File: config.mk
export PLATFORM = sky130hd
export DESIGN_NAME = spi_slave_core
export DESIGN_NICKNAME = d
export VERILOG_FILES = /design/src/rtl/spi_slave_core.sv
export SDC_FILE = /design/constraint.sdc
export NUM_CORES = 1
export LEC_CHECK = 0
export ABC_AREA = 1
export CELL_PAD_IN_SITES_DETAIL_PLACEMENT = 0
export CELL_PAD_IN_SITES_GLOBAL_PLACEMENT = 1
export CORE_MARGIN = 2
export CORE_UTILIZATION = 47
export DETAILED_ROUTE_END_ITERATION = 7
export PLACE_DENSITY = 0.76
export SETUP_SLACK_MARGIN = 0.5
export SYNTH_ARGS = -nofsm -noshare
export SYNTH_HDL_FRONTEND = slang
export SYNTH_HIERARCHICAL = 1
export SYNTH_SLANG_ARGS = --single-unit
File: constraint.sdc
create_clock -name clk -period 1.9 [get_ports clk]
set_clock_uncertainty 0.15 [all_clocks]
set_input_delay 0.285 -clock clk [delete_from_list [all_inputs] [get_ports clk]]
set_output_delay 0.285 -clock clk [all_outputs]
set_load 0.02 [all_outputs]
File: src/rtl/spi_slave_core.sv
// spi_slave_core: SPI mode 0 responder with clk-domain oversampling and TX/RX FIFOs
module spi_slave_fifo #(
  parameter int W     = 8,
  parameter int DEPTH = 8
) (
  input  logic         clk,
  input  logic         rst,
  input  logic         push_i,
  input  logic [W-1:0] data_i,
  input  logic         pop_i,
  output logic [W-1:0] data_o,
  output logic         empty_o,
  output logic         full_o
);
  localparam int AW = $clog2(DEPTH);
  logic [W-1:0] mem_q [DEPTH];
  logic [AW:0]  wr_q, rd_q;
  logic         do_push, do_pop;
  assign empty_o = wr_q == rd_q;
  assign full_o  = (wr_q[AW] != rd_q[AW]) && (wr_q[AW-1:0] == rd_q[AW-1:0]);
  assign do_push = push_i && !full_o;
  assign do_pop  = pop_i && !empty_o;
  assign data_o  = mem_q[rd_q[AW-1:0]];
  always_ff @(posedge clk) begin
    if (rst) begin
      wr_q <= '0;
      rd_q <= '0;
    end else begin
      if (do_push) wr_q <= wr_q + 1'b1;
      if (do_pop) rd_q <= rd_q + 1'b1;
    end
  end
  always_ff @(posedge clk) begin
    if (do_push) mem_q[wr_q[AW-1:0]] <= data_i;
  end
endmodule

module spi_slave_core #(
  parameter int               WIDTH       = 8,
  parameter int               TxFIFODepth = 8,
  parameter int               RxFIFODepth = 8,
  parameter logic [WIDTH-1:0] FILL        = '0
) (
  input  logic             clk,
  input  logic             rst,
  input  logic             CS_n,
  input  logic             SCK,
  input  logic             MOSI,
  output logic             MISO,
  output logic [WIDTH-1:0] RXdata,
  input  logic             readEn,
  output logic             RXFIFOempty,
  output logic             RXFIFOfull,
  input  logic [WIDTH-1:0] TXdata,
  input  logic             writeEn,
  output logic             TXFIFOempty,
  output logic             TXFIFOfull,
  output logic             busy,
  output logic             wordDone,
  output logic             overflow,
  output logic             underrun,
  input  logic             clearErr
);
  localparam int CW = $clog2(WIDTH + 1);
  typedef enum logic [1:0] {IDLE, LOAD, SHIFT} state_e;
  state_e           state_q, state_d;
  logic [2:0]       cs_q, sck_q;
  logic [1:0]       mosi_q, warm_q;
  logic             armed_q;
  logic [WIDTH-1:0] shift_in_q, shift_in_d, shift_out_q, shift_out_d, tx_head;
  logic [CW-1:0]    bit_cnt_q, bit_cnt_d;
  logic             push_q, push_d, ovf_q, ovf_d, unr_q, unr_d;
  logic             load, sck_rise, sck_fall;
  assign sck_rise = sck_q[1] & ~sck_q[2];
  assign sck_fall = ~sck_q[1] & sck_q[2];
  assign busy     = state_q != IDLE;
  assign MISO     = busy & shift_out_q[WIDTH-1];
  assign wordDone = push_q;
  assign overflow = ovf_q;
  assign underrun = unr_q;
  spi_slave_fifo #(.W(WIDTH), .DEPTH(TxFIFODepth)) u_tx (
    .clk(clk), .rst(rst), .push_i(writeEn), .data_i(TXdata), .pop_i(load),
    .data_o(tx_head), .empty_o(TXFIFOempty), .full_o(TXFIFOfull)
  );
  spi_slave_fifo #(.W(WIDTH), .DEPTH(RxFIFODepth)) u_rx (
    .clk(clk), .rst(rst), .push_i(push_q), .data_i(shift_in_q), .pop_i(readEn),
    .data_o(RXdata), .empty_o(RXFIFOempty), .full_o(RXFIFOfull)
  );
  always_comb begin
    state_d     = state_q;
    shift_in_d  = shift_in_q;
    shift_out_d = shift_out_q;
    bit_cnt_d   = bit_cnt_q;
    push_d      = 1'b0;
    load        = 1'b0;
    if (state_q != IDLE && cs_q[1]) begin
      state_d   = IDLE;
      bit_cnt_d = '0;
    end else if (state_q == IDLE) begin
      state_d = (armed_q && !cs_q[1]) ? LOAD : IDLE;
    end else if (state_q == LOAD) begin
      load    = 1'b1;
      state_d = SHIFT;
    end else if (sck_rise) begin
      shift_in_d = {shift_in_q[WIDTH-2:0], mosi_q[1]};
      bit_cnt_d  = bit_cnt_q + 1'b1;
      push_d     = bit_cnt_q == CW'(WIDTH - 1);
    end else if (sck_fall) begin
      load        = bit_cnt_q == CW'(WIDTH);
      shift_out_d = shift_out_q << 1;
    end
    if (load) begin
      shift_out_d = TXFIFOempty ? FILL : tx_head;
      bit_cnt_d   = '0;
    end
    ovf_d = (push_q & RXFIFOfull) | (ovf_q & ~clearErr);
    unr_d = (load & TXFIFOempty) | (unr_q & ~clearErr);
  end
  always_ff @(posedge clk) begin
    if (rst) begin
      cs_q        <= '1;
      sck_q       <= '0;
      mosi_q      <= '0;
      warm_q      <= '0;
      armed_q     <= 1'b0;
      state_q     <= IDLE;
      shift_in_q  <= '0;
      shift_out_q <= '0;
      bit_cnt_q   <= '0;
      push_q      <= 1'b0;
      ovf_q       <= 1'b0;
      unr_q       <= 1'b0;
    end else begin
      cs_q        <= {cs_q[1:0], CS_n};
      sck_q       <= {sck_q[1:0], SCK};
      mosi_q      <= {mosi_q[0], MOSI};
      warm_q      <= {warm_q[0], 1'b1};
      armed_q     <= armed_q | (warm_q[1] & cs_q[1]);
      state_q     <= state_d;
      shift_in_q  <= shift_in_d;
      shift_out_q <= shift_out_d;
      bit_cnt_q   <= bit_cnt_d;
      push_q      <= push_d;
      ovf_q       <= ovf_d;
      unr_q       <= unr_d;
    end
  end
endmodule

Word level (Yosys, flattened, before mapping)
Memory sizes are Yosys's and may differ from the RTL's. A register that Yosys moved wholly into a read port is not among the register bits.
Index checks and enable logic that the tools add are counted.
{"block": "op_classes", "addsub": 5, "n_eq_ne": 13, "mux": 24, "n_bitwise": 18, "n_reduce_logical": 23}
{"operator": "2-to-1 mux 8 bit", "n": 7}
{"operator": "adder 4 x 1 -> 4 bit (second input constant)", "n": 5}
{"operator": "2-to-1 mux 3 bit", "n": 4}
{"operator": "2-to-1 mux 1 bit", "n": 11}
{"operator": "AND 1 bit", "n": 8}
{"operator": "== test 4 bit", "n": 2}
{"operator": "logical AND 1 bit", "n": 8}
{"operator": "!= test 2 x 1 -> 1 bit (second input constant)", "n": 4}
{"operator": "inverter 1 bit", "n": 7}
{"operator": "== test 3 bit", "n": 2}
{"operator": "nonzero test 2 bit", "n": 3}
{"operator": "logical NOT 1 bit", "n": 5}
{"operator": "AND reduction 5 bit", "n": 1}
{"operator": "OR reduction 5 bit", "n": 1}
{"operator": "== test 4 x 3 -> 1 bit (second input constant)", "n": 1}
{"operator": "== test 4 bit (second input constant)", "n": 1}
{"operator": "2-to-1 mux 2 bit", "n": 2}
{"operator": "AND reduction 4 bit", "n": 1}
{"operator": "OR 1 bit", "n": 3}
{"operator": "AND reduction 3 bit", "n": 1}
{"operator": "OR reduction 3 bit", "n": 1}
{"operator": "== test 2 x 1 -> 1 bit (second input constant)", "n": 1}
{"operator": "logical NOT 2 bit", "n": 1}
{"operator": "!= test 1 bit", "n": 2}
{"operator": "OR reduction 2 bit", "n": 1}
{"block": "totals", "register_bits": 51, "mem_bits_rw": 128, "inputBits": 16, "output_inout_bits": 17, "wordCells": 102, "mem_count": 2}
{"memory": "u_rx.mem_q", "words": 8, "width": 8, "read_ports": 1, "rd_ports_with_merged_regs": 1, "wr": 1, "line": "16", "source": "logic [W-1:0] mem_q [DEPTH];"}
{"memory": "u_tx.mem_q", "words": 8, "width": 8, "read_ports": 1, "rd_ports_with_merged_regs": 1, "wr": 1, "line": "16"}

Logic depth before layout (Yosys ltp)
{"block": "depth", "ltp_word": 10, "mapped_depth": 12, "ltp_nobuf": 12}

By module
The synthesis kept the hierarchy.
{"module": "spi_slave_fifo (u_tx)", "instances": 1, "cells_per_inst": 298, "area_per_inst_um2": 3150.5, "seq_area_each_um2": 2142.1}
{"module": "spi_slave_fifo (u_rx)", "instances": 1, "cells_per_inst": 298, "area_per_inst_um2": 3143.0, "seq_area_each_um2": 2142.1}
{"module": "spi_slave_core", "instances": 1, "cells_per_inst": 197, "area_per_inst_um2": 1493.9, "seq_area_each_um2": 700.7}

Least setup slack after synthesis
Ideal clock, no wire load.
{"block": "synth_timing", "path_type": "reg2reg", "start": "register u_rx.wr_q[0]", "end": "memory u_rx.mem_q[1][0], enable pin", "setup_time_ns": 0.370, "arrival_ns": 1.232, "required_ns": 1.380, "path_slack_ns": 0.148, "path_stages_with_launch": 7, "path_buffers": 0, "period_less_slack_ns": 1.752, "path_cell_list": "dfxtp_1 -> inv_2 -> nand2_1 -> nand2_1 -> nand4_2 -> nand3_1 -> nor2_1"}
{"block": "synth_between", "elab_chain_len": 6}
{"item": "start, declared", "line": "17", "source": "logic [AW:0] wr_q, rd_q;"}
{"item": "start signal, assigned", "line": "29", "source": "if (do_push) wr_q <= wr_q + 1'b1;"}
{"item": "== test 3 bit", "line": "20", "source": "assign full_o = (wr_q[AW] != rd_q[AW]) && (wr_q[AW-1:0] == rd_q[AW-1:0]);"}
{"item": "logical AND 1 bit", "line": "20"}
{"item": "logical NOT 1 bit", "line": "21", "source": "assign do_push = push_i && !full_o;"}
{"item": "logical AND 1 bit", "line": "21"}
{"item": "2-to-1 mux 1 bit", "line": "34", "source": "if (do_push) mem_q[wr_q[AW-1:0]] <= data_i;"}
{"item": "2-to-1 mux 1 bit (implied by the code)", "line": "34"}
{"item": "end, declared", "line": "16"}
Several ways; a longest one is shown, not always the timed one.

==> results.cfg <==
[outcome]
status = finished with violations
violations = negative setup slack

[grt]
grt_pass1_wl_um = 28510
antenna_found_initial = 0
grt.overflow.total = 0
grt_use_total_pct = 20.86
grt_start_max_net_pins = 33
grt_pass1_vias = 5720

[placement]
dp.cells = 1059
dpl.hpwl_um = 10960
placed_area_um2 = 8897
portBuffers = 32
place.gp.congestion = 0.8330

[sta]
worst_pin_slew_ns = 0.4163
period_share_pct = 102.9
min_period_ns = 1.955
setup_violations = 8
finalHoldViolCount = 0
setup_ws_ns = -0.05485
maxSlewViolCount = 0
fin_hold_ws_ns = 0.03842
max_freq_mhz = 511.5
maxSlewHeadroom_pct = 72.21
rsz0062_at_grt = true

[floorplanning]
dieArea_um2 = 17610
die_w_um = 132.7
coreArea_um2 = 16410
start_util_pct = 47.46
die_h_um = 132.7
placementRows = 47
num_io_pins = 33

[power]
leakage_nw = 3.917
ir_drop_mv = 0.7547
seq_power_share_pct = 52.7
clockPowerShare_pct = 42.2
switchingPower_w = 0.001855
combPwrFrac_pct = 5.1
p_int_w = 0.006362
swShare_pct = 22.57
power_density_nw_per_um2 = 742.0

[detailed_routing]
drt_pre_antenna_iters = 5
dr_total_vias = 5833
final_antenna_net_count = 0
drt_iter0_drc = 354
drc = 0
vias_per_cell = 5.050
wl_per_cell_um = 15.80
routed_wl_um = 18250

[yosys]
synth-simple-area-share_pct = 20.23
ys_warn_count = 6
synth_top_family_by_area = simple AND/OR/NAND/NOR gates
synth_top_cell_area_share_pct = 49.36
yosys.area_share.adder_pct = 0.9640
async_flop_share_pct = 0
syn_inst = 793
avgSynthCellArea_um2 = 9.820
synth.distinct_cells = 32
synth_nets = 815
yosys.area.top_type = edfxtp_1
synth_edf_count = 128
synth-xor-area-share_pct = 0
synth-seq-cells = 185
yosysSeqAreaShare_pct = 64.01
netlist_area_um2 = 7787
synthTopCellsByArea = edfxtp_1, dfxtp_1, nor2_1
synth_compound_area_share_pct = 9.769
synthMuxAreaShare_pct = 0
synth_ff_type = edfxtp_1

[critical_path]
cp_slowest_cell = dfxtp_4
critPathLaunchType = flip-flop
slowest_delay_ns = 0.37
crit_family = flip-flops
crit_required_ns = 1.46
criticalPathCategory = reg2out
critical_path.endpoint_type = primary output
cp_cell_sequence = buf_4, nor2_2, nor2_1, o21ai_1, o21ai_1, nand2_1, nand2_1, buf_4
critical_path_arrival_ns = 1.52
worstPathMaxFanout = 6
critPathBufInv = 2

[hold_path]
holdCritPathClass = in2reg

[layout]
final_nets = 944
fill_cells = 1202
fin_cells = 1155
drive_gt1_share_pct = 41.28
final_core_util_pct = 67.49
areaGrowthSynthToFinish_pct = 42.19
final_area_um2 = 11070
n_antenna_cell = 0

[cts]
cts_tree = yes
cts_hold_buf = 0
clock_latency_ns = 0.43
cts_buffers = 17
cts_buffer_depth = 2
cts.sinks = 185
path_clk_slew_ns = 0.07
root_buffer = clkbuf_16
h-tree-depth = 4

[job]
maxCapViolations = 0
[logic make-up (layout without fill, tap and decap cells)]
kind of cell / Yosys count / in the layout
compound gates: 141 / 141
fa+ha+maj: 6 / 6
buf+inv: 94 / 236
flops: 185 / 185
simple gates: 367 / 367
[cells in the final DEF, fill, tap and decap left out, drive strengths merged]
cell type / count
nor2: 167
nand2: 159
edfxtp: 128
buf: 119
o21ai: 106
inv: 74
dfxtp: 57
a21oi: 34
nand3: 31
clkbuf: 19
clkdlybuf4s50: 13
ha: 6
nand4: 5
clkinv: 5
clkinvlp: 3
nand3b: 2
or2: 2
dlymetal6s2s: 2
nor3: 1
a21boi: 1
bufinv: 1
[registers in the layout, indices dropped and copies added (netlist names), named ones only]
register / flops
mosi_q: 2
underrun: 1
cs_q: 2
warm_q: 2
u_rx/mem_q: 64
u_tx/mem_q: 64
shift_in_q: 8
u_tx/wr_q: 4
state_q: 2
sck_q: 3
u_rx/wr_q: 4
u_rx/rd_q: 4
overflow: 1
bit_cnt_q: 4
wordDone: 1
u_tx/rd_q: 4
armed_q: 1
shift_out_q: 8
[cell type report]
cell class | count | area, um^2 | area share [%]
inverter | 69 | 324.1 | 2.927
tap | 220 | 275.3 | 2.486
timing repair buffer | 135 | 1628 | 14.70
multi-input combinational | 514 | 3207 | 28.96
clock inverter | 14 | 158.9 | 1.435
clock buffer | 18 | 429.2 | 3.876
sequential | 185 | 5051 | 45.62
[power by group through the flow]
stage,logic (W),clock network [W],registers [W]
after floorplan,0.000157,0,0.00443
after global placement,0.000290,0,0.00443
after detailed placement,0.000296,0,0.00443
after CTS,0.000369,0.00355,0.00433
after global routing,0.000455,0.00372,0.00433
final,0.000416,0.00347,0.00433
[synth_stat cells, types with 3 or more instances]
library cell / n
a21oi_2: 14
ha_1: 6
inv_1: 57
nand2_1: 149
nor2_1: 153
a21oi_1: 20
nand3_1: 25
buf_2: 9
nand4_1: 3
clkinv_1: 3
nor2_2: 12
clkbuf_1: 9
edfxtp_1: 128
o21ai_1: 20
dfxtp_1: 57
nand2_2: 9
nand3_2: 4
inv_2: 8
o21ai_0: 86
[layer usage]
metal  GRT usage (%)  part of all wire, %  wire length, um  vias up
li1                -                    -                -     2926
met1           24.85                   41             7420     2788
met2           37.05                   54             9924       97
met3           4.521                  3.3              601       22
met4           7.826                  1.7              305        0
met5               0                    0                0        -
[metrics by stage]
stage | setup slack [ns] | setup TNS, ns | total power [W]
5_1_grt | -0.1809 | -1.206 | 0.008506
3_3_place_gp | -0.08892 | -1.785 | 0.004720
3_5_place_dp | -0.1124 | -2.865 | 0.004727
2_1_floorplan | 0.3067 | 0 | 0.004584
6_report | -0.05485 | -0.3086 | 0.008216
4_1_cts | -0.06753 | -0.3737 | 0.008250
[final timing paths]
check	end	startpoint	cells past startpoint	slack, ns
hold reg to reg	sck_q[1]	sck_q[0]	2	0.25
setup / recovery	RXdata[5]	flip-flop	8	-0.05
setup reg to reg	u_tx/mem_q[0][7]	u_tx/wr_q[2]	8	0.17
hold / removal	overflow	rst	2	0.04
[timing repair]
item                       4_1_cts  5_1_grt
setup endpoints to repair      175      189
buffers inserted                41       19
resized for setup              290      137
pin swaps                       57       68
cloned                           3        1
Note: power is estimated with default switching activity, not from simulation.
